## config.mk

```make
export PLATFORM = sky130hd
export DESIGN_NAME = pipelined_adder
export DESIGN_NICKNAME = d
export VERILOG_FILES = /design/src/rtl/pipelined_adder.sv
export SDC_FILE = /design/constraint.sdc
export NUM_CORES = 1
export LEC_CHECK = 0
export CAP_MARGIN = 40
export CORE_MARGIN = 10
export CORE_UTILIZATION = 36
export DETAILED_ROUTE_END_ITERATION = 16
export SKIP_CTS_REPAIR_TIMING = 1
export SLEW_MARGIN = 40
export SYNTH_ARGS = -nofsm -noshare
export SYNTH_HDL_FRONTEND = slang
export SYNTH_SLANG_ARGS = --single-unit
```

## constraint.sdc

```tcl
create_clock -name clock -period 3.3 [get_ports clock]
set_input_delay 0.66 -clock clock [delete_from_list [all_inputs] [get_ports clock]]
set_output_delay 0.66 -clock clock [all_outputs]
set_load 0.005 [all_outputs]
```

## src/rtl/pipelined_adder.sv

```systemverilog
// Pipelined WIDTH-bit adder/subtractor. The carry chain is split into STAGES
// segments, one per pipeline stage. All stages stall together under output backpressure.
module pipelined_adder #(
   parameter int WIDTH  = 32,
   parameter int STAGES = 4    // WIDTH must be a multiple of STAGES
) (
   input  logic             clock,
   input  logic             reset,
   input  logic             in_valid,
   output logic             in_ready,
   input  logic [WIDTH-1:0] operand_a,
   input  logic [WIDTH-1:0] operand_b,
   input  logic             subtract,
   output logic             out_valid,
   input  logic             out_ready,
   output logic [WIDTH-1:0] result,
   output logic             carry_out,
   output logic             overflow,
   output logic             zero
);

   localparam int SEG = WIDTH / STAGES;

   logic [STAGES-1:0]            valid_reg;
   logic [STAGES-1:0]            carry_reg;
   logic [STAGES-1:0][WIDTH-1:0] a_reg;
   logic [STAGES-1:0][WIDTH-1:0] b_reg;
   logic [STAGES-1:0][WIDTH-1:0] res_reg;
   logic                         overflow_reg;
   logic                         zero_reg;
   logic                         stall;

   assign stall    = valid_reg[STAGES-1] && !out_ready;
   assign in_ready = !stall;

   genvar gi;
   generate
      for (gi = 0; gi < STAGES; gi++) begin : gen_stage
         localparam logic [WIDTH-1:0] SEG_MASK = WIDTH'({SEG{1'b1}}) << (gi * SEG);

         logic             valid_in;
         logic             cin;
         logic [WIDTH-1:0] a_in;
         logic [WIDTH-1:0] b_in;
         logic [WIDTH-1:0] res_in;
         logic [SEG:0]     seg_sum;
         logic [WIDTH-1:0] res_next;

         if (gi == 0) begin : gen_first
            // b is inverted and the carry-in set here, so subtract becomes a + ~b + 1
            assign valid_in = in_valid && !stall;
            assign a_in     = operand_a;
            assign b_in     = subtract ? ~operand_b : operand_b;
            assign res_in   = '0;
            assign cin      = subtract;
         end else begin : gen_next
            assign valid_in = valid_reg[gi-1];
            assign a_in     = a_reg[gi-1];
            assign b_in     = b_reg[gi-1];
            assign res_in   = res_reg[gi-1];
            assign cin      = carry_reg[gi-1];
         end

         assign seg_sum  = {1'b0, a_in[gi*SEG +: SEG]} + {1'b0, b_in[gi*SEG +: SEG]}
                         + {{SEG{1'b0}}, cin};
         assign res_next = (res_in & ~SEG_MASK) | (WIDTH'(seg_sum[SEG-1:0]) << (gi * SEG));

         always_ff @(posedge clock) begin
            if (reset) begin
               valid_reg[gi] <= 1'b0;
               carry_reg[gi] <= 1'b0;
               a_reg[gi]     <= '0;
               b_reg[gi]     <= '0;
               res_reg[gi]   <= '0;
            end else if (!stall) begin
               valid_reg[gi] <= valid_in;
               carry_reg[gi] <= seg_sum[SEG];
               a_reg[gi]     <= a_in;
               b_reg[gi]     <= b_in;
               res_reg[gi]   <= res_next;
            end
         end

         if (gi == STAGES - 1) begin : gen_flags
            always_ff @(posedge clock) begin
               if (reset) begin
                  overflow_reg <= 1'b0;
                  zero_reg     <= 1'b0;
               end else if (!stall) begin
                  overflow_reg <= (a_in[WIDTH-1] == b_in[WIDTH-1])
                                  && (res_next[WIDTH-1] != a_in[WIDTH-1]);
                  zero_reg     <= ~|res_next;
               end
            end
         end
      end
   endgenerate

   // Operand bits below the active segment are carried along but never read downstream
   logic pipe_unused;
   assign pipe_unused = ^{a_reg, b_reg};

   assign out_valid = valid_reg[STAGES-1];
   assign result    = res_reg[STAGES-1];
   assign carry_out = carry_reg[STAGES-1];
   assign overflow  = overflow_reg;
   assign zero      = zero_reg;

endmodule
```

### Word-level counts from Yosys, hierarchy flattened

Cells that the tools add are included.

* bits in registers: 282
* input port bits: 69

* bitwise logic cells: 4
* reduce and logical (&&, ||, !) cells: 7
* add/subtract/negate cells: 8
* multiplexer cells: 1
* eq/ne operators: 2

Operators by type and width (number)
* $add A8 B8 Y9: 4
* $add A9 B1 Y9: 4
* $mux W32: 1
* $not A32 Y32: 1
* $or A24 B32 Y32: 1
* $reduce_or A32 Y1: 1
* $or A16 B24 Y24: 1
* $or A8 B16 Y16: 1
* $logic_and A1 B1 Y1: 3
* $logic_not A1 Y1: 3
* $eq A1 B1 Y1: 1
* $ne A1 B1 Y1: 1

### Depth between registers and ports, before layout

Gate-level depths: netlist (run 1).

* word-level depth: 5
* depth in mapped cells: 10
* mapped depth without buffers: 10

### Least setup slack after synthesis (run 1)

Ideal clock, no wire load.

* kind: input port to flip-flop
* start: input subtract
* end: register res_reg (netlist bit gen_stage[1].res_in[6])
* arrival: 2.664 ns
* cell stages on the path: 10
* path buffers: 2
* setup time: 0.117 ns
* setup slack: 0.518 ns
* cells stage by stage: buf_2 clkbuf_1 xor2_1 fa_1 a21o_1 a21oi_1 nor2b_1 o22ai_1 mux2i_1 nand2_1

* word-level cells in the longest chain between the ends: 3

Ends and longest elaborated chain
* start: declaration: RTL line 13 `input logic subtract,`
* $mux W32: RTL line 53 `assign b_in = subtract ? ~operand_b : operand_b;`
* $add A8 B8 Y9: RTL line 64 `assign seg_sum = {1'b0, a_in[gi*SEG +: SEG]} + {1'b0, b_in[gi*SEG +: SEG]}`
* $add A9 B1 Y9 (*): RTL line 65 `+ {{SEG{1'b0}}, cin};`
* end signal: indexed assignment: RTL line 80 `res_reg[gi] <= res_next;`
* end: declaration: RTL line 28 `logic [STAGES-1:0][WIDTH-1:0] res_reg;`

Every way passes the cells marked *; elsewhere a longest branch is shown, timed or not.
A chain may end at the register's enable or synchronous reset.

### Worst setup path in the final report (run 1)

* start: input operand_b[0]
* end: register res_reg (netlist bit gen_stage[1].res_in[6])

* word-level cells in the longest chain between the ends: 4

Ends and longest elaborated chain
* start: declaration: RTL line 12 `input logic [WIDTH-1:0] operand_b,`
* $not A32 Y32: RTL line 53
* $mux W32 (*): RTL line 53
* $add A8 B8 Y9 (*): RTL line 64
* $add A9 B1 Y9 (*): RTL line 65

Marked as above.

==> results by group, run 1 <==
Run status
  – Run status: complete, no violations

Global routing
  – GRT Resource Usage Total: 0.131
  – Largest net degree at the start of global routing: 209
  – Number of antenna violations at the first check in global routing: 0
  – First-pass GRT wire length: 31.1 mm
  – Via count of the first global-routing pass: 6122
  – GRT Residual Overflow: 0

Power
  – Maximum vdd ir drop: 0.386 mV
  – Lkg Pwr: 0.00375 uW
  – Power per cell area: 537 nW/um^2

CTS
  – Root Buffer: sky130_fd_sc_hd__clkbuf_16
  – Clock tree from TritonCTS: done
  – Clk Latency, worst-skew pair: 0.42 ns
  – Clock slew at the register clock pins of the worst setup and hold paths: 0.07 ns
  – Number of sinks handled by clock tree synthesis: 186
  – Num CTS Buffers: 17
  – H-tree level count: 4
  – Buffers from clock root to sink, at most: 2

Critical path
  – Type of the worst setup path: in2reg
  – Critical path data arrival time: 2.85 ns
  – Start point of the critical path: operand_b[0]
  – Peak fanout along the critical path: 2
  – Worst-case reg-to-reg path depth: 10
  – Setup slack of the worst register-to-register path: 0.84 ns
  – Startpoint of the lowest-slack register-to-register path: gen_stage[1].cin
  – Startpoint type of the worst setup path: input port
  – Worst Setup End Kind: register
  – Crit Reg-Reg Endpoint: gen_stage[2].cin
  – Critical path capture point: gen_stage[1].res_in[6]
  – Required time of the critical path: 3.61 ns

STA
  – Number of pins exceeding their max-slew limit in the final report: 0
  – Hold violation total from the final report: 0
  – Fraction of the cycle the final worst path needs: 0.770
  – Final critical path time including I/O delays and setup: 2.54 ns
  – Setup TNS: 0 ns
  – Max Freq: 394 MHz
  – Pin slew with the least headroom to its limit: 0.609 ns
  – Tightest slew margin relative to the limit: 0.594
  – Setup slack of the critical path after layout: 0.760 ns
  – RSZ-0062 raised after global routing: no
  – Worst clock skew: 0.00889 ns
  – Number of setup violations in the final report: 0

Yosys
  – Number of synthesized register bits: 186
  – Synth Area per Inst: 8.21 sq um
  – Yosys top cell area share: 0.473
  – Number of enable-type register cells in the synthesized netlist: 0
  – Area leader, netlist: sky130_fd_sc_hd__dfxtp_1
  – Sequential-to-total area share from yosys stat: 0.473
  – Synth area leaders: sky130_fd_sc_hd__dfxtp_1 47%, sky130_fd_sc_hd__nand2_1 13%, sky130_fd_sc_hd__a21oi_1 9.5%
  – Number of nets produced by synthesis: 1062
  – Post-synth top flop: sky130_fd_sc_hd__dfxtp_1
  – Syn. warnings: 0
  – Async set-or-reset flop fraction in the synthesized netlist: 0
  – Number of standard cells after synthesis: 958
  – Cell Area, Synth: 7870 sq um
  – Count of cell types in the netlist: 48

Die
  – Std-Cell Rows: 54
  – Core area: 21700 sq um
  – Die boundary width: 168 um
  – I/O pin count: 106
  – Vertical die dimension: 168 um
  – Die area: 28200 sq um
  – Initial Util: 0.363

Placement
  – Half-perimeter wire length after detailed placement: 12.9 mm
  – Cell Area, Placed: 9110 sq um
  – Final GP Congestion: 0.780
  – Placed Instances: 1285
  – I/O Buffers: 105
  – Pre-CTS WS: 0.323 ns

Detailed routing
  – Total vias in the final route: 6393
  – Initial DRC count: 415
  – Total Wirelength: 18.9 mm
  – First-pass DRT Iterations: 4
  – ANT nets after route: 0
  – Drc violations: 0
  – Average routed wire per standard cell: 14.3 um
  – Average via count per standard cell: 4.85

Worst hold path
  – Hold Path Class: reg2reg

Finish
  – Fill cells: 2179
  – Final cell area excluding filler cells: 9770 sq um
  – Nets: 1129
  – Number of diodes added for antenna fixing: 0
  – Fraction of layout instances using a drive strength above 1: 0.0520
  – Area growth from synthesis to layout: 24.2%
  – Sequential cell area: 3720 sq um
  – Multi-input gate area: 3850 sq um
  – Final std cells w/o fill: 1318

Run
  – Max Cap Viol: 0
through the flow:
step / util / total power (uW) / hold WS (ns)
3_3_place_gp: 0.420 / 3120 / 0.439
3_5_place_dp: 0.420 / 3130 / 0.444
2_1_floorplan: - / 2890 / 0.432
5_1_grt: 0.451 / 5480 / 0.466
6_report: 0.451 / 5250 / 0.450
4_1_cts: 0.449 / 5310 / 0.453
power by group:
| group | internal, uW | switching (uW) | total [uW] | leakage [uW] |
|---|---|---|---|---|
| sequential | 2390 | 89.8 | 2480 | 0.00153 |
| combinational | 306 | 288 | 594 | 0.00193 |
| clock | 1300 | 877 | 2170 | 0.000300 |
| total | 4000 | 1250 | 5250 | 0.00375 |
Yosys cell counts (all sizes together) (3+ instances only):
cell type	instances
a211oi	34
a21o	7
a21oi	150
a31o	3
buf	9
clkbuf	58
dfxtp	186
fa	7
ha	28
inv	12
nand2	278
nand3	4
nand3b	7
nand4b	4
nor2	50
nor2b	8
nor3	5
nor3b	3
nor4	8
o21ai	11
or2	4
or3	4
or4	5
xnor2	36
xor2	13
worst max-delay path, cell delays in order:
cell	delay, ns
sky130_fd_sc_hd__clkdlybuf4s50_1	0.51
sky130_fd_sc_hd__mux2_2	0.38
sky130_fd_sc_hd__fa_1	0.41
sky130_fd_sc_hd__a21o_1	0.17
sky130_fd_sc_hd__a21oi_1	0.21
sky130_fd_sc_hd__nor2b_1	0.09
sky130_fd_sc_hd__o22ai_1	0.16
sky130_fd_sc_hd__mux2i_1	0.20
sky130_fd_sc_hd__nand2_1	0.06
area by class of cell:
class | instances | share of cell area
multi-input cells | 693 | 0.394
repair buffers | 115 | 0.119
clock inverters | 13 | 0.0196
inverters | 12 | 0.00512
well taps | 280 | 0.0358
flip-flops and latches | 186 | 0.381
clock buffers | 19 | 0.0453
cell families (layout without fill, tap and decap cells):
kind of cell    count (synthesis)  after routing  share of synthesized area
buf+inv                        79            159                     0.0388
mux                             2              2                    0.00270
flops                         186            186                      0.473
xor+xnor                       49             49                     0.0545
simple gates                  386            386                      0.205
fa+ha+maj                      35             35                     0.0623
compound gates                221            221                      0.163
cell usage in the layout, fill, tap and decap left out, types with 2 or more instances in the layout:
cell	Yosys	layout
sky130_fd_sc_hd__clkbuf_16	0	17
sky130_fd_sc_hd__or2_2	3	3
sky130_fd_sc_hd__dfxtp_1	186	186
sky130_fd_sc_hd__nand4b_1	4	4
sky130_fd_sc_hd__nor4_1	8	8
sky130_fd_sc_hd__nand3_1	4	4
sky130_fd_sc_hd__nand2_1	278	278
sky130_fd_sc_hd__inv_6	0	3
sky130_fd_sc_hd__xnor2_1	36	36
sky130_fd_sc_hd__inv_1	12	11
sky130_fd_sc_hd__o31ai_1	2	2
sky130_fd_sc_hd__o41ai_1	2	2
sky130_fd_sc_hd__nor3b_1	3	3
sky130_fd_sc_hd__nand2b_1	2	2
sky130_fd_sc_hd__ha_1	28	28
sky130_fd_sc_hd__a31o_2	3	3
sky130_fd_sc_hd__a21o_1	7	7
sky130_fd_sc_hd__fa_1	7	7
sky130_fd_sc_hd__clkinv_4	0	3
sky130_fd_sc_hd__clkdlybuf4s50_1	0	103
sky130_fd_sc_hd__o21ai_0	10	10
sky130_fd_sc_hd__a21oi_1	149	149
sky130_fd_sc_hd__or4_1	5	5
sky130_fd_sc_hd__or3_1	4	4
sky130_fd_sc_hd__a211oi_1	34	34
sky130_fd_sc_hd__nor2b_1	8	7
sky130_fd_sc_hd__nor3_1	5	5
sky130_fd_sc_hd__a22o_1	2	2
sky130_fd_sc_hd__clkinvlp_4	0	3
sky130_fd_sc_hd__bufinv_16	0	4
sky130_fd_sc_hd__a311oi_1	2	2
sky130_fd_sc_hd__buf_12	0	2
sky130_fd_sc_hd__nor2_1	50	50
sky130_fd_sc_hd__nand3b_1	7	7
sky130_fd_sc_hd__buf_4	0	7
sky130_fd_sc_hd__xor2_1	13	13
worst min path at each step:
stage | from | end | slack [ns] | cells after the start
detailed placement | gen_stage[2].res_in[4] | gen_stage[2].res_in[4] | 0.44 | 2
finish | result[1] | result[1] | 0.45 | 2
global route | gen_stage[2].res_in[1] | gen_stage[2].res_in[1] | 0.47 | 2
CTS | result[1] | result[1] | 0.45 | 2
global placement | result[30] | result[30] | 0.44 | 2
floorplan | gen_stage[2].res_in[13] | gen_stage[3].res_in[13] | 0.43 | 2
per-layer routing:
metal | global-route usage | share of wire | vias to the layer above
met5 | 0 | 0 | -
met4 | 0.0367 | 0.012 | 0
met3 | 0.0312 | 0.041 | 18
met2 | 0.196 | 0.44 | 91
met1 | 0.183 | 0.51 | 2923
li1 | - | - | 3361
No activity file was read; power rests on OpenSTA's default activity.
==> run 2: changes to the inputs <==
clock period = 2.1 ns   (was 3.3 ns; I/O delays follow)
==> run 2 against run 1 <==
The run now ends with setup timing left. Wire length increased by 1.6%. Sequential cell count unchanged. Worst hold slack got worse by 0.031 ns. Count of clock-buffer cells in the layout unchanged. Clock power increased by 45%. Design area increased by 4.2%. Combinational power increased by 75%. Power increased by 54%. Register-to-register slack got worse by 0.97 ns. Sequential power increased by 58%. Critical endpoint is now gen_stage[2].cin.
==> results by group, run 2 (same netlist as run 1, synthesis figures left out) <==
CTS
  – H-tree level count: 4 (unchanged)
  – Num CTS Buffers: 17 (unchanged)
  – Clock slew at the register clock pins of the worst setup and hold paths: 0.07 ns (about the same)
  – Number of sinks handled by clock tree synthesis: 186 (unchanged)
  – Buffers from clock root to sink, at most: 2 (unchanged)
  – Clock tree from TritonCTS: done
  – Clk Latency, worst-skew pair: 0.42 ns (about the same)
  – Root Buffer: sky130_fd_sc_hd__clkbuf_16

Detailed routing
  – Average via count per standard cell: 4.76 (-1.8%)
  – First-pass DRT Iterations: 4 (unchanged)
  – Drc violations: 0 (unchanged)
  – Total vias in the final route: 6451 (+0.91%)
  – ANT nets after route: 0 (unchanged)
  – Average routed wire per standard cell: 14.2 um (-1.2%)
  – Initial DRC count: 374 (-9.9%)
  – Total Wirelength: 19.2 mm (+1.6%)

Critical path
  – Worst-case reg-to-reg path depth: 10 (unchanged)
  – Peak fanout along the critical path: 2 (unchanged)
  – Required time of the critical path: 2.39 ns (-1.22 ns)
  – Worst Setup End Kind: register
  – Startpoint of the lowest-slack register-to-register path: gen_stage[1].cin
  – Biggest cell delay along the critical path: 0.42 ns (-0.09 ns)
  – Type of the worst setup path: reg2reg
  – Dominant cell type by count on the critical path: sky130_fd_sc_hd__fa_2
  – Crit Reg-Reg Endpoint: gen_stage[2].cin
  – Critical path data arrival time: 2.52 ns (-0.33 ns)
  – Cells along the critical path: inv_2 -> fa_2 -> inv_1 -> fa_2 -> a21o_1 -> a21oi_2 -> nor2b_1 -> or4_4 -> a311oi_2 -> a211oi_1
  – Startpoint type of the worst setup path: register
  – Setup slack of the worst register-to-register path: -0.13 ns (-0.97 ns)
  – Worst path slowest cell: sky130_fd_sc_hd__or4_4
  – Start point of the critical path: gen_stage[1].cin

Global routing
  – Met2 GRT Util: 0.198 (+0.00154)
  – GRT Resource Usage Total: 0.134 (+0.00330)
  – GRT Residual Overflow: 0 (unchanged)
  – Number of antenna violations at the first check in global routing: 0 (unchanged)
  – Met1 GRT Util: 0.190 (+0.00752)
  – Largest net degree at the start of global routing: 81 (-61%)
  – Via count of the first global-routing pass: 6286 (+2.7%)
  – Global routing usage on met3: 0.0328 (+0.00163)
  – Busiest layer in global routing: met2
  – First-pass GRT wire length: 31.8 mm (+2.4%)

STA
  – Worst clock skew: 0.00693 ns (-0.00196 ns)
  – Final critical path time including I/O delays and setup: 2.23 ns
  – Number of pins exceeding their max-slew limit in the final report: 0 (unchanged)
  – Pin slew with the least headroom to its limit: 0.463 ns (-0.146 ns)
  – Tightest slew margin relative to the limit: 0.691 (+0.0972)
  – Max Freq: 448 MHz
  – Setup TNS: -0.206 ns (-0.206 ns)
  – Number of setup violations in the final report: 2 (+2)
  – Fraction of the cycle the final worst path needs: 1.06
  – Setup slack of the critical path after layout: -0.130 ns (-0.890 ns)
  – RSZ-0062 raised after global routing: yes
  – Hold violation total from the final report: 0 (unchanged)

Finish
  – Area growth from synthesis to layout: 29.4%
  – Number of diodes added for antenna fixing: 0 (unchanged)
  – Post-Route Utilization: 0.470 (+0.0189)
  – Fraction of layout instances using a drive strength above 1: 0.115 (+0.0633)
  – Most common cell after layout, fill and taps aside: sky130_fd_sc_hd__nand2_1
  – Fill cells: 2150 (-1.3%)
  – Nets: 1166 (+3.3%)
  – Commonest non-fill, non-tap cells in the layout: 277 x sky130_fd_sc_hd__nand2_1, 183 x sky130_fd_sc_hd__dfxtp_1, 144 x sky130_fd_sc_hd__a21oi_1
  – Final std cells w/o fill: 1355 (+2.8%)

Worst hold path
  – Beginning of the worst hold path: reset
  – End of the worst hold path: gen_stage[3].b_in[30]
  – Hold Path Class: in2reg
  – Hold Path Depth: 2 (unchanged)

Placement
  – I/O Buffers: 105 (unchanged)
  – Placed Instances: 1321 (+2.8%)
  – Pre-CTS WS: -0.449 ns (-0.772 ns)
  – Final GP Congestion: 0.777 (-0.36%)
  – Half-perimeter wire length after detailed placement: 13.6 mm (+5.2%)

Run status
  – Violations in the final reports: setup timing
  – Run status: finished, violations left

Power
  – Maximum vdd ir drop: 0.474 mV (+23%)
  – Lkg Pwr: 0.00396 uW (+5.5%)
  – Power per cell area: 794 nW/um^2 (+48%)

Die
  – Die boundary width: 168 um (unchanged)
  – Initial Util: 0.363 (unchanged)
  – Die area: 28200 sq um (unchanged)
  – Vertical die dimension: 168 um (unchanged)
  – Core area: 21700 sq um (unchanged)
  – I/O pin count: 106 (unchanged)
  – Std-Cell Rows: 54 (unchanged)

Run
  – Max Cap Viol: 0 (unchanged)
==> run 2: changes by cell type in the layout (fill, tap and decap cells not counted), moves of 4 or more <==
| cell | previous run | this run |
|---|---|---|
| sky130_fd_sc_hd__fa_1 | 7 | 0 |
| sky130_fd_sc_hd__inv_2 | 0 | 6 |
| sky130_fd_sc_hd__buf_4 | 7 | 42 |
| sky130_fd_sc_hd__a21oi_2 | 1 | 5 |
| sky130_fd_sc_hd__fa_2 | 0 | 7 |
| sky130_fd_sc_hd__inv_1 | 11 | 5 |
| sky130_fd_sc_hd__a21oi_1 | 149 | 144 |
==> run 2: area by class of cell <==
class / instances / area, sq um / share of cell area
Multi-Input combinational cell: 693 / 4010 / 0.394
Sequential cell: 186 / 3730 / 0.366
Timing Repair Buffer: 152 / 1470 / 0.144
Clock buffer: 19 / 433 / 0.0425
Tap cell: 280 / 350 / 0.0344
Clock inverter: 13 / 145 / 0.0143
Inverter: 12 / 50.0 / 0.00491
==> run 2: power by group <==
part	internal, uW	leakage [uW]	total, uW	switching [uW]
logic	554	0.00216	1040	485
registers	3760	0.00153	3910	142
clock network	1760	0.000274	3140	1380
==> run 2: stage by stage <==
step / hold WS, ns / instance area [sq um] / power (uW)
after floorplan: 0.432 / 7940 / 4550
after global placement: 0.435 / 9460 / 4980
after detailed placement: 0.445 / 9460 / 5000
after CTS: 0.409 / 10000 / 8140
after global routing: 0.426 / 10200 / 8460
final: 0.418 / 10200 / 8090
==> run 2: worst max-delay path by stage <==
stage / end / slack (ns) / depth (start not counted)
2_1_floorplan: gen_stage[1].res_in[5] / -0.03 / 10
3_3_place_gp: gen_stage[1].res_in[6] / -0.42 / 9
3_5_place_dp: gen_stage[1].res_in[6] / -0.45 / 9
4_1_cts: gen_stage[2].cin / -0.21 / 10
5_1_grt: gen_stage[2].cin / -0.24 / 10
6_report: gen_stage[2].cin / -0.13 / 10
==> run 2: worst max-delay path: cells and delay by family (launching register included) <==
family	cells	cell delay (ns)
fa+ha+maj	2	0.54
buf+inv	2	0.12
compound gates	4	0.64
simple gates	2	0.49
flops	1	0.31
==> run 2: layer usage <==
metal  up-vias  wire (um)
li1       3420          -
met1      2903       9810
met2       112       8320
met3        16        882
met4         0        193
met5         -          0
==> run 3: changes to the inputs <==
TNS_END_PERCENT = 100   (was not set)
==> results of run 3 <==
The final DEF is identical to that of run 2; final timing and power are the same.
